$ cat src/rtl/vga_timing_receiver.sv
// Sink end of the VGA link: recovers beam column/row from the sync edges, checks the timing
// and emits an x/y-tagged pixel stream with lock and error status.
//
// state  | meaning
// SEARCH | waiting for the first hsync rise, line counter cleared
// HTRACK | column aligned, counting good lines until armed, waiting for vsync rise
// LOCKED | full frame alignment, visible pixels flagged valid
module vga_timing_receiver #(
  parameter int H_ACTIVE   = 640,
  parameter int H_FPORCH   = 16,
  parameter int H_PULSE    = 96,
  parameter int H_MAX      = 800,
  parameter int V_ACTIVE   = 480,
  parameter int V_MAX      = 525,
  parameter int V_RISE_ROW = 491,
  parameter int LOCK_LINES = 4
) (
  input  logic       clock,
  input  logic       reset,
  input  logic       hsync,
  input  logic       vsync,
  input  logic [8:0] rgb,
  output logic       pix_valid,
  output logic [9:0] out_x,
  output logic [9:0] out_y,
  output logic [8:0] out_rgb,
  output logic       frame_start,
  output logic       locked,
  output logic       timing_err,
  output logic [7:0] err_count
);

  localparam logic [9:0] H_RISE_COL = 10'(H_ACTIVE + H_FPORCH + H_PULSE);
  localparam logic [9:0] H_LAST     = 10'(H_MAX - 1);
  localparam logic [9:0] V_LAST     = 10'(V_MAX - 1);
  localparam logic [9:0] V_RISE     = 10'(V_RISE_ROW);
  localparam logic [9:0] H_VIS      = 10'(H_ACTIVE);
  localparam logic [9:0] V_VIS      = 10'(V_ACTIVE);
  localparam logic [3:0] LOCK_CNT   = 4'(LOCK_LINES);

  typedef enum logic [1:0] {
    SEARCH = 2'd0,
    HTRACK = 2'd1,
    LOCKED = 2'd2
  } state_t;

  state_t     state_q, state_d;
  logic       hs_q, hs_d, vs_q, vs_d;
  logic [9:0] col_q, col_d, row_q, row_d;
  logic [3:0] good_q, good_d;
  logic       armed_q, armed_d;
  logic       seen_h_q, seen_h_d, seen_v_q, seen_v_d;
  logic       pix_valid_q, pix_valid_d;
  logic [9:0] out_x_q, out_x_d, out_y_q, out_y_d;
  logic [8:0] out_rgb_q, out_rgb_d;
  logic       frame_start_q, frame_start_d;
  logic       locked_q, locked_d;
  logic       timing_err_q, timing_err_d;
  logic [7:0] err_count_q, err_count_d;

  logic       hrise, vrise, h_ok, v_ok;
  logic       col_wrap, row_wrap, miss_h, miss_v;
  logic [9:0] col_free, col_n, row_free, row_n;

  always_comb begin
    hrise    = hsync & ~hs_q;
    vrise    = vsync & ~vs_q;
    col_free = (col_q == H_LAST) ? 10'd0 : col_q + 10'd1;
    col_n    = hrise ? H_RISE_COL : col_free;
    col_wrap = (col_q == H_LAST) && !hrise;
    h_ok     = (col_q + 10'd1) == H_RISE_COL;
    row_free = row_q;
    if (col_wrap) begin
      row_free = (row_q == V_LAST) ? 10'd0 : row_q + 10'd1;
    end
    row_wrap = col_wrap && (row_q == V_LAST);
    row_n    = vrise ? V_RISE : row_free;
    v_ok     = (row_free == V_RISE);
    // A wrap with no sync rise since the previous wrap means the sync pulse went missing
    miss_h   = col_wrap && !seen_h_q;
    miss_v   = row_wrap && !vrise && !seen_v_q;
    seen_h_d = hrise | (seen_h_q & ~col_wrap);
    seen_v_d = vrise | (seen_v_q & ~row_wrap);

    hs_d    = hsync;
    vs_d    = vsync;
    col_d   = col_n;
    row_d   = row_n;
    state_d = state_q;
    good_d  = good_q;
    timing_err_d = 1'b0;

    unique case (state_q)
      SEARCH: begin
        good_d = 4'd0;
        if (hrise) state_d = HTRACK;
      end
      HTRACK: begin
        if (hrise && !h_ok) begin
          timing_err_d = 1'b1;
          state_d      = SEARCH;
        end else begin
          if (hrise && good_q < LOCK_CNT) good_d = good_q + 4'd1;
          if (vrise && armed_q) state_d = LOCKED;
        end
      end
      LOCKED: begin
        if ((hrise && !h_ok) || (vrise && !v_ok) || miss_h || miss_v) begin
          timing_err_d = 1'b1;
          state_d      = SEARCH;
        end
      end
      default: state_d = SEARCH;
    endcase

    armed_d       = (good_d >= LOCK_CNT);
    locked_d      = (state_q == LOCKED);
    pix_valid_d   = (state_q == LOCKED) && !timing_err_d && (col_n < H_VIS) && (row_n < V_VIS);
    frame_start_d = pix_valid_d && (col_n == 10'd0) && (row_n == 10'd0);
    out_x_d       = col_n;
    out_y_d       = row_n;
    out_rgb_d     = rgb;
    err_count_d   = err_count_q;
    if (timing_err_d && err_count_q != 8'hFF) err_count_d = err_count_q + 8'd1;
  end

  always_ff @(posedge clock) begin
    if (!reset) begin
      state_q       <= SEARCH;
      hs_q          <= 1'b1;
      vs_q          <= 1'b1;
      col_q         <= 10'd0;
      row_q         <= 10'd0;
      good_q        <= 4'd0;
      armed_q       <= 1'b0;
      seen_h_q      <= 1'b0;
      seen_v_q      <= 1'b0;
      pix_valid_q   <= 1'b0;
      out_x_q       <= 10'd0;
      out_y_q       <= 10'd0;
      out_rgb_q     <= 9'd0;
      frame_start_q <= 1'b0;
      locked_q      <= 1'b0;
      timing_err_q  <= 1'b0;
      err_count_q   <= 8'd0;
    end else begin
      state_q       <= state_d;
      hs_q          <= hs_d;
      vs_q          <= vs_d;
      col_q         <= col_d;
      row_q         <= row_d;
      good_q        <= good_d;
      armed_q       <= armed_d;
      seen_h_q      <= seen_h_d;
      seen_v_q      <= seen_v_d;
      pix_valid_q   <= pix_valid_d;
      out_x_q       <= out_x_d;
      out_y_q       <= out_y_d;
      out_rgb_q     <= out_rgb_d;
      frame_start_q <= frame_start_d;
      locked_q      <= locked_d;
      timing_err_q  <= timing_err_d;
      err_count_q   <= err_count_d;
    end
  end

  assign pix_valid   = pix_valid_q;
  assign out_x       = out_x_q;
  assign out_y       = out_y_q;
  assign out_rgb     = out_rgb_q;
  assign frame_start = frame_start_q;
  assign locked      = locked_q;
  assign timing_err  = timing_err_q;
  assign err_count   = err_count_q;

endmodule

$ cat config.mk
export PLATFORM = sky130hd
export DESIGN_NAME = vga_timing_receiver
export DESIGN_NICKNAME = d
export VERILOG_FILES = /design/src/rtl/vga_timing_receiver.sv
export SDC_FILE = /design/constraint.sdc
export NUM_CORES = 1
export LEC_CHECK = 0
export BUFFER_PORTS_ARGS = -buffer_cell sky130_fd_sc_hd__buf_4
export CORE_ASPECT_RATIO = 0.7
export CORE_UTILIZATION = 47
export DETAILED_ROUTE_END_ITERATION = 10
export PLACE_DENSITY_LB_ADDON = 0.25
export SETUP_SLACK_MARGIN = 0.5
export SYNTH_ARGS = -nofsm -noshare
export SYNTH_HDL_FRONTEND = slang
export SYNTH_SLANG_ARGS = --single-unit
$ cat constraint.sdc
create_clock -name clock -period 7.2 [get_ports clock]
set_clock_uncertainty 0.15 [all_clocks]
set_input_delay 0.72 -clock clock [delete_from_list [all_inputs] [get_ports clock]]
set_output_delay 0.72 -clock clock [all_outputs]
set_load 0.05 [all_outputs]
**Word-level counts from Yosys, hierarchy flattened**

Index checks and enable logic that the tools add are counted.
Widths: inputs -> output; s select.

- Bits in registers: 52
- Bits of input ports: 13

- Add/sub/neg operators: 4
- $lt $le $gt $ge: 4
- Equal/unequal tests: 10
- Mux-type cells: 16
- Bitwise gates (word level): 10
- Reductions and logical operators: 29

Operators by type and width:

| kind | count |
|---|---|
| $mux 10 | 5 |
| $eq 10x10->1 const B | 3 |
| $add 10x1->10 const B | 2 |
| $logic_not 10->1 | 2 |
| $logic_and 1x1->1 | 15 |
| $eq 10x9->1 const B | 1 |
| $lt 10x10->1 const B | 1 |
| $lt 10x9->1 const B | 1 |
| $add 8x1->8 const B | 1 |
| $mux 2 | 4 |
| $mux 4 | 2 |
| $ne 8x8->1 const B | 1 |
| $pmux 4 s2 | 1 |
| $logic_not 1->1 | 7 |
| $pmux 2 s3 | 1 |
| $add 4x1->4 const B | 1 |
| $and 1x1->1 | 4 |
| $ge 4x3->1 const B | 1 |
| $lt 4x3->1 const B | 1 |
| $not 1->1 | 4 |
| $logic_or 1x1->1 | 3 |
| $ne 3x3->1 const B | 1 |
| $reduce_and 3->1 | 1 |
| $eq 2x1->1 const B | 1 |
| other kinds (7) | 9 |

**Depth between registers and ports, before layout**

Gate-level depths: netlist of the first run.

- Word-level depth: 19
- Mapped depth: 13

**Least setup slack after synthesis of the first run**

No wires, ideal clock.

- Kind: reg-to-reg
- From: register, netlist name out_y[5]
- To: register err_count_q[2] (netlist: err_count[2])
- Setup time: 0.070 ns
- Arrival time: 3.065 ns
- Data required time: 6.980 ns
- Setup slack: 3.914 ns
- Cell stages (with the launch flop): 11
- Clock period less this slack: 3.286 ns
- Cells stage by stage: dfxtp_1 -> buf_6 -> or4_4 -> or4_1 -> buf_2 -> o31a_1 -> o21ai_2 -> a221oi_2 -> buf_6 -> or4_1 -> a21oi_1

RTL lines:

| what | RTL line | text |
|---|---|---|
| end signal: assignment | 163 | `err_count_q <= err_count_d;` |
| end: declaration | 59 | `logic [7:0] err_count_q, err_count_d;` |

**Worst setup path in the final report of the first run**

- From: input port hsync
- To: register frame_start_q (netlist: frame_start)

- Word-level cells in the longest chain between the ends: 18

RTL lines:

| what | RTL line | text |
|---|---|---|
| start: declaration | 20 | `input logic hsync,` |
| $and 1x1->1 (*) | 66 | `hrise = hsync & ~hs_q;` |
| $logic_not 1->1 | 70 | `col_wrap = (col_q == H_LAST) && !hrise;` |
| $logic_and 1x1->1 | 70 |  |
| $mux 10 | 73 | `if (col_wrap) begin` |
| $eq 10x9->1 | 78 | `v_ok = (row_free == V_RISE);` |
| $logic_not 1->1 | 108 | `if ((hrise && !h_ok) \|\| (vrise && !v_ok) \|\| miss_h \|\| miss_v) begin` |
| $logic_and 1x1->1 | 108 |  |
| $logic_or 1x1->1 (3 in series) | 108 |  |
| $mux 1 | 108 |  |
| $pmux 1 s2 | 93 | `unique case (state_q)` |
| $logic_not 1->1 | 118 | `pix_valid_d = (state_q == LOCKED) && !timing_err_d && (col_n < H_VIS) && (row_n < V_VIS);` |
| $logic_and 1x1->1 (3 in series) | 118 |  |
| $logic_and 1x1->1 | 119 | `frame_start_d = pix_valid_d && (col_n == 10'd0) && (row_n == 10'd0);` |
| $logic_and 1x1->1 (*) | 119 |  |
| end signal: assignment | 160 | `frame_start_q <= frame_start_d;` |
| end: declaration | 56 | `logic frame_start_q, frame_start_d;` |

Mark *: on every way between the ends. The rest lies on a longest branch, timed or not.
A chain may end at the register's enable or synchronous reset.

==> impl_metrics.py, run 1 <==
metrics = {
    "min_path": {
        "min_path_type": "flip-flop to flip-flop",
        "hold_start": "seen_v_q",
    },
    "global_routing": {
        "grt_pass1_wl_um": 11400,
        "gr-total-overflow": 0,
        "grt_usage_pct": 23.6,
        "first_global_vias": 2334,
        "antenna_found_initial": 0,
        "grt_max_degree": 32,
    },
    "critical_path": {
        "crit_path_end_kind": "flip-flop",
        "r2r-start": "out_x[0]",
        "critPathLaunchType": "input port",
        "path_max_fanout": 16,
        "crit_start": "hsync",
        "critical_path_class": "input port to flip-flop",
        "required_ns": 7.25,
        "arrival_ns": 3.55,
    },
    "floorplanning": {
        "die_h_um": 66.3,
        "start_util_pct": 50.9,
        "num_rows": 22,
        "die_area_sq_mm": 0.00622,
        "die_w_um": 93.8,
        "coreArea_sq_mm": 0.00545,
        "io_pins": 54,
    },
    "pwr": {
        "power_density_mw_per_mm2": 173,
        "p_total_mw": 0.566,
        "ir_drop_uv": 108,
        "power.leakage_nw": 1.28,
    },
    "clock_tree": {
        "cts_resized": 0,
        "cts.sinks": 52,
        "cts.hold.buffers_added": 0,
        "tritoncts": "built",
        "htree_num_levels": 2,
        "cts_setup_buffers": 0,
        "cts_root_buf": "clkbuf_8",
        "numCtsBuffers": 5,
        "clock_tree.buffer_depth": 2,
        "clk_pin_slew_ns": 0.09,
        "clock_latency_ns": 0.30,
    },
    "logic_synthesis": {
        "syn_inst": 342,
        "synth_nets": 363,
        "seq_area_frac_synth_pct": 37.5,
        "synth_seq_cells": 52,
        "synth_warnings": 0,
        "synth_top_area_share_pct": 37.5,
        "synth-async-reset-ratio_pct": 0,
        "synth.distinct_cells": 56,
        "avgSynthCellArea_sq_um": 8.11,
        "synth_edf_count": 0,
        "synth_area_sq_mm": 0.00277,
        "synth.area.top_cells": "dfxtp_1, nand2_1, a21oi_1",
        "synth_top_cell_by_area": "dfxtp_1",
        "synthFlopType": "dfxtp_1",
    },
    "final_layout": {
        "layout_common_cells": "buf_4, dfxtp_1, nand2_1, nor2_1, a21oi_1",
        "area_delta_synth_final_pct": 18.0,
        "n_antenna_cell": 0,
        "final_layout_size_suffix_gt1_share_pct": 18.2,
        "nets": 405,
        "final_util_pct": 60.1,
        "final_common_cell": "buf_4",
    },
    "routing": {
        "drt.antenna.violating_nets": 0,
        "routed_wl_um": 6660,
        "drtIter0Drc": 288,
        "viasPerCell": 5.76,
        "dr.pass1.iters": 6,
        "routed-via-count": 2631,
        "wire_per_inst_um": 14.6,
        "drc": 0,
    },
    "timing": {
        "max_freq_mhz": 286,
        "setup_ws_ns": 3.71,
        "worst_pin_slew_ns": 0.786,
        "hold_violations": 0,
        "fin_crit_sh_pct": 48.5,
        "tns_ns": 0,
        "setup_violations": 0,
        "rsz0062_at_grt": "no",
        "fin_crit_ns": 3.49,
        "slew_violations": 0,
        "slew_headroom_pct": 47.6,
    },
    "outcome": {
        "status": "completed",
    },
    "run": {
        "max-cap-violations": 0,
    },
    "placement": {
        "port_buffers": 53,
        "post-dp-hpwl_um": 4800,
        "place_congestion": 0.931,
        "preCtsSetupSlack_ns": 3.43,
    },
}
## final timing paths
path | end | slack, ns | cells after the start
max reg2reg | frame_start | 3.73 | 10
min | seen_v_q | 0.34 | 2
min reg2reg | seen_v_q | 0.34 | 2
max | frame_start | 3.71 | 10
## where the power goes
group,internal [mW],switching (mW),total [mW]
clock network,0.0783,0.0940,0.172
logic,0.0306,0.0543,0.0849
registers,0.297,0.0122,0.309
## routing by layer
metal | global-route usage (%) | vias up | wire (um) | share of wire [%]
li1 | - | 1303 | - | -
met1 | 35.5 | 1191 | 3370 | 51
met2 | 34.0 | 131 | 2660 | 40
met3 | 4.48 | 6 | 573 | 8.6
met4 | 5.58 | 0 | 57 | 0.86
met5 | 0 | - | 0 | 0
## cells in the mapped netlist, types with 2 or more instances
cell type / count
a211oi_1: 3
ha_1: 8
o211ai_1: 2
nor3b_1: 4
or3_1: 5
buf_2: 2
xnor2_1: 10
clkbuf_1: 14
a21oi_1: 23
and3_1: 9
nand4b_1: 3
and2_1: 15
a31oi_1: 4
o21ai_1: 2
nand4_1: 8
nand3_1: 15
nor3_1: 8
o21a_1: 3
dfxtp_1: 52
or4_1: 3
nand2_1: 38
nor2b_1: 3
o2111ai_1: 4
o211a_1: 2
o21ai_0: 9
or2_2: 3
nor4_1: 6
mux2i_1: 5
buf_6: 2
nor2_1: 26
o31ai_1: 4
nand2b_1: 11
o31a_1: 2
inv_1: 12
## flip-flops by register name, summed over array words and instances, names as in the netlist, 2 cells and up, named ones only
| signal | flops |
|---|---|
| out_x | 10 |
| out_y | 10 |
| state_q | 2 |
| out_rgb | 9 |
| good_q | 2 |
| err_count | 8 |
## cell families (layout without fill, tap and decap cells)
| family | after synthesis | after routing | share of synthesized area, % |
|---|---|---|---|
| buffers and inverters | 32 | 75 | 4.96 |
| AO/OA/AOI/OAI | 67 | 67 | 16.0 |
| adder cells (fa/ha/maj) | 8 | 8 | 3.61 |
| flip-flops | 52 | 52 | 37.5 |
| AND/OR/NAND/NOR | 165 | 165 | 31.8 |
| XOR/XNOR | 11 | 11 | 3.47 |
| multiplexers | 7 | 7 | 2.62 |
## critical path: stages
cell,delay [ns]
buf_4,0.09
nor2b_1,0.61
nor4_2,0.12
buf_4,0.22
or3_1,0.38
nand2_1,0.06
nand4_1,0.17
a221oi_2,0.70
nor2b_1,0.15
nor4_1,0.31
## stage by stage
step | instances | instance area, sq um | hold slack, ns
finish | 457 | 3270 | 0.340
global route | 457 | 3270 | 0.372
floorplan | 342 | 2770 | 0.304
global placement | 449 | 3180 | 0.309
CTS | 457 | 3270 | 0.340
detailed placement | 449 | 3180 | 0.321
## cell type report
cell class                 count  area [sq um]
multi-input combinational    258          1600
sequential                    52          1040
fill                         504          2180
tap                           72          90.1
clock inverter                 1          7.51
inverter                      13          48.8
timing repair buffer          54           405
clock buffer                   7          86.3
No activity file was read; power rests on OpenSTA's default activity.
==> run 2: changes to the inputs <==
==> constraint.sdc (replaced) <==
create_clock -name clock -period 3.55 [get_ports clock]
set_clock_uncertainty 0.15 [all_clocks]
set_input_delay 0.355 -clock clock [delete_from_list [all_inputs] [get_ports clock]]
set_output_delay 0.355 -clock clock [all_outputs]
set_load 0.05 [all_outputs]
==> impl_metrics.py, run 2 (synthesized netlist as in run 1, its figures left out) <==
metrics = {
    "outcome": {
        "status": "completed",
    },
    "floorplanning": {
        "io_pins": 54,
        "die_area_sq_mm": 0.00622,
        "die_h_um": 66.3,
        "die_w_um": 93.8,
        "coreArea_sq_mm": 0.00545,
        "num_rows": 22,
        "start_util_pct": 50.9,
    },
    "final_layout": {
        "layout_common_cells": "buf_4, dfxtp_1, nand2_1, nor2_1, a21oi_1",
        "final_area_sq_mm": 0.00354,
        "final_layout_size_suffix_gt1_share_pct": 27.9,
        "n_antenna_cell": 0,
        "area_delta_synth_final_pct": 27.7,
        "nets": 429,
        "final_common_cell": "buf_4",
        "final_util_pct": 65.0,
        "layout.cells.non_filler": 481,
    },
    "min_path": {
        "min_path_type": "input port to flip-flop",
        "whs_path_depth": 2,
    },
    "timing": {
        "rsz0062_at_grt": "no",
        "fin_crit_ns": 2.97,
        "slew_violations": 0,
        "worst_pin_slew_ns": 0.662,
        "setup_violations": 0,
        "whs_ns": 0.0916,
        "max_freq_mhz": 337,
        "tns_ns": 0,
        "fin_crit_sh_pct": 83.6,
        "slew_headroom_pct": 55.8,
        "setup_ws_ns": 0.582,
        "hold_violations": 0,
    },
    "placement": {
        "place_congestion": 0.934,
        "postPlaceCellArea_sq_mm": 0.00324,
        "port_buffers": 53,
        "dp_cells": 453,
        "preCtsSetupSlack_ns": 0.340,
        "post-dp-hpwl_um": 5200,
    },
    "clock_tree": {
        "cts.sinks": 52,
        "cts.hold.buffers_added": 0,
        "tritoncts": "built",
        "htree_num_levels": 2,
        "clk_pin_slew_ns": 0.10,
        "numCtsBuffers": 5,
        "cts_root_buf": "clkbuf_8",
        "clock_latency_ns": 0.31,
        "clock_tree.buffer_depth": 2,
    },
    "pwr": {
        "p_total_mw": 1.24,
        "power_density_mw_per_mm2": 351,
        "power.leakage_nw": 1.42,
        "ir_drop_uv": 297,
    },
    "critical_path": {
        "crit_slowest_cell": "or4_4",
        "critical_path_class": "flip-flop to flip-flop",
        "crit_cells": 8,
        "path_max_fanout": 6,
        "arrival_ns": 3.04,
        "timing.critical_path.slowest_cell_delay_ns": 0.54,
        "worst-path-buf-inv": 1,
        "critPathLaunchType": "flip-flop",
        "required_ns": 3.63,
        "ff2ff_path_depth": 8,
        "crit_path_end_kind": "flip-flop",
        "r2r_slack_ns": 0.58,
        "crit_chain": "or4_4 > or4_4 > o31a_1 > o21ai_2 > a221oi_2 > buf_4 > or4_1 > a21oi_1",
        "critPathMostFrequentCell": "or4_4",
        "crit_family": "simple AND/OR/NAND/NOR gates",
    },
    "routing": {
        "routed-via-count": 2763,
        "wire_per_inst_um": 15.4,
        "dr.pass1.iters": 4,
        "drc": 0,
        "drtIter0Drc": 311,
        "routed_wl_um": 7430,
        "drt.antenna.violating_nets": 0,
        "viasPerCell": 5.74,
    },
    "global_routing": {
        "first_global_vias": 2369,
        "antenna_found_initial": 0,
        "grt_max_degree": 32,
        "gr-total-overflow": 0,
        "grt_pass1_wl_um": 11900,
        "grt_usage_pct": 24.6,
    },
    "run": {
        "max-cap-violations": 0,
    },
}
==> run 2: timing repair <==
item / CTS / global route
pin swaps: 4 / 11
setup buffers: 3 / 16
endpoints found under the setup margin: 9 / 12
cloned: 0 / 1
gates resized for setup: 1 / 10
==> run 2: cell type report <==
| class | instances | area (sq um) |
|---|---|---|
| fill | 468 | 1910 |
| sequential | 52 | 1060 |
| multi-input combinational | 258 | 1630 |
| tap | 72 | 90.1 |
| clock buffer | 6 | 82.6 |
| inverter | 13 | 48.8 |
| clock inverter | 2 | 38.8 |
| timing repair buffer | 78 | 586 |
==> run 2: where the power goes <==
part	internal (mW)	switching, mW	total (mW)
Sequential	0.602	0.0241	0.626
Combinational	0.0682	0.116	0.184
Clock	0.231	0.203	0.434
Total	0.901	0.343	1.24
==> run 2: final timing paths <==
| kind | end | from |
|---|---|---|
| worst max-delay path | err_count[5] | out_y[6] |
| worst min-delay path | out_rgb[5] | rgb[5] |
| worst max register to register | err_count[5] | out_y[6] |
| worst min register to register | out_x[0] | out_x[0] |
==> run 2: layer usage <==
| layer | global-route usage, % | vias up | part of all wire, % |
|---|---|---|---|
| met2 | 37.5 | 122 | 42 |
| li1 | - | 1352 | - |
| met3 | 5.63 | 6 | 8.8 |
| met1 | 35.4 | 1283 | 48 |
| met4 | 4.62 | 0 | 0.79 |
| met5 | 0 | - | 0 |
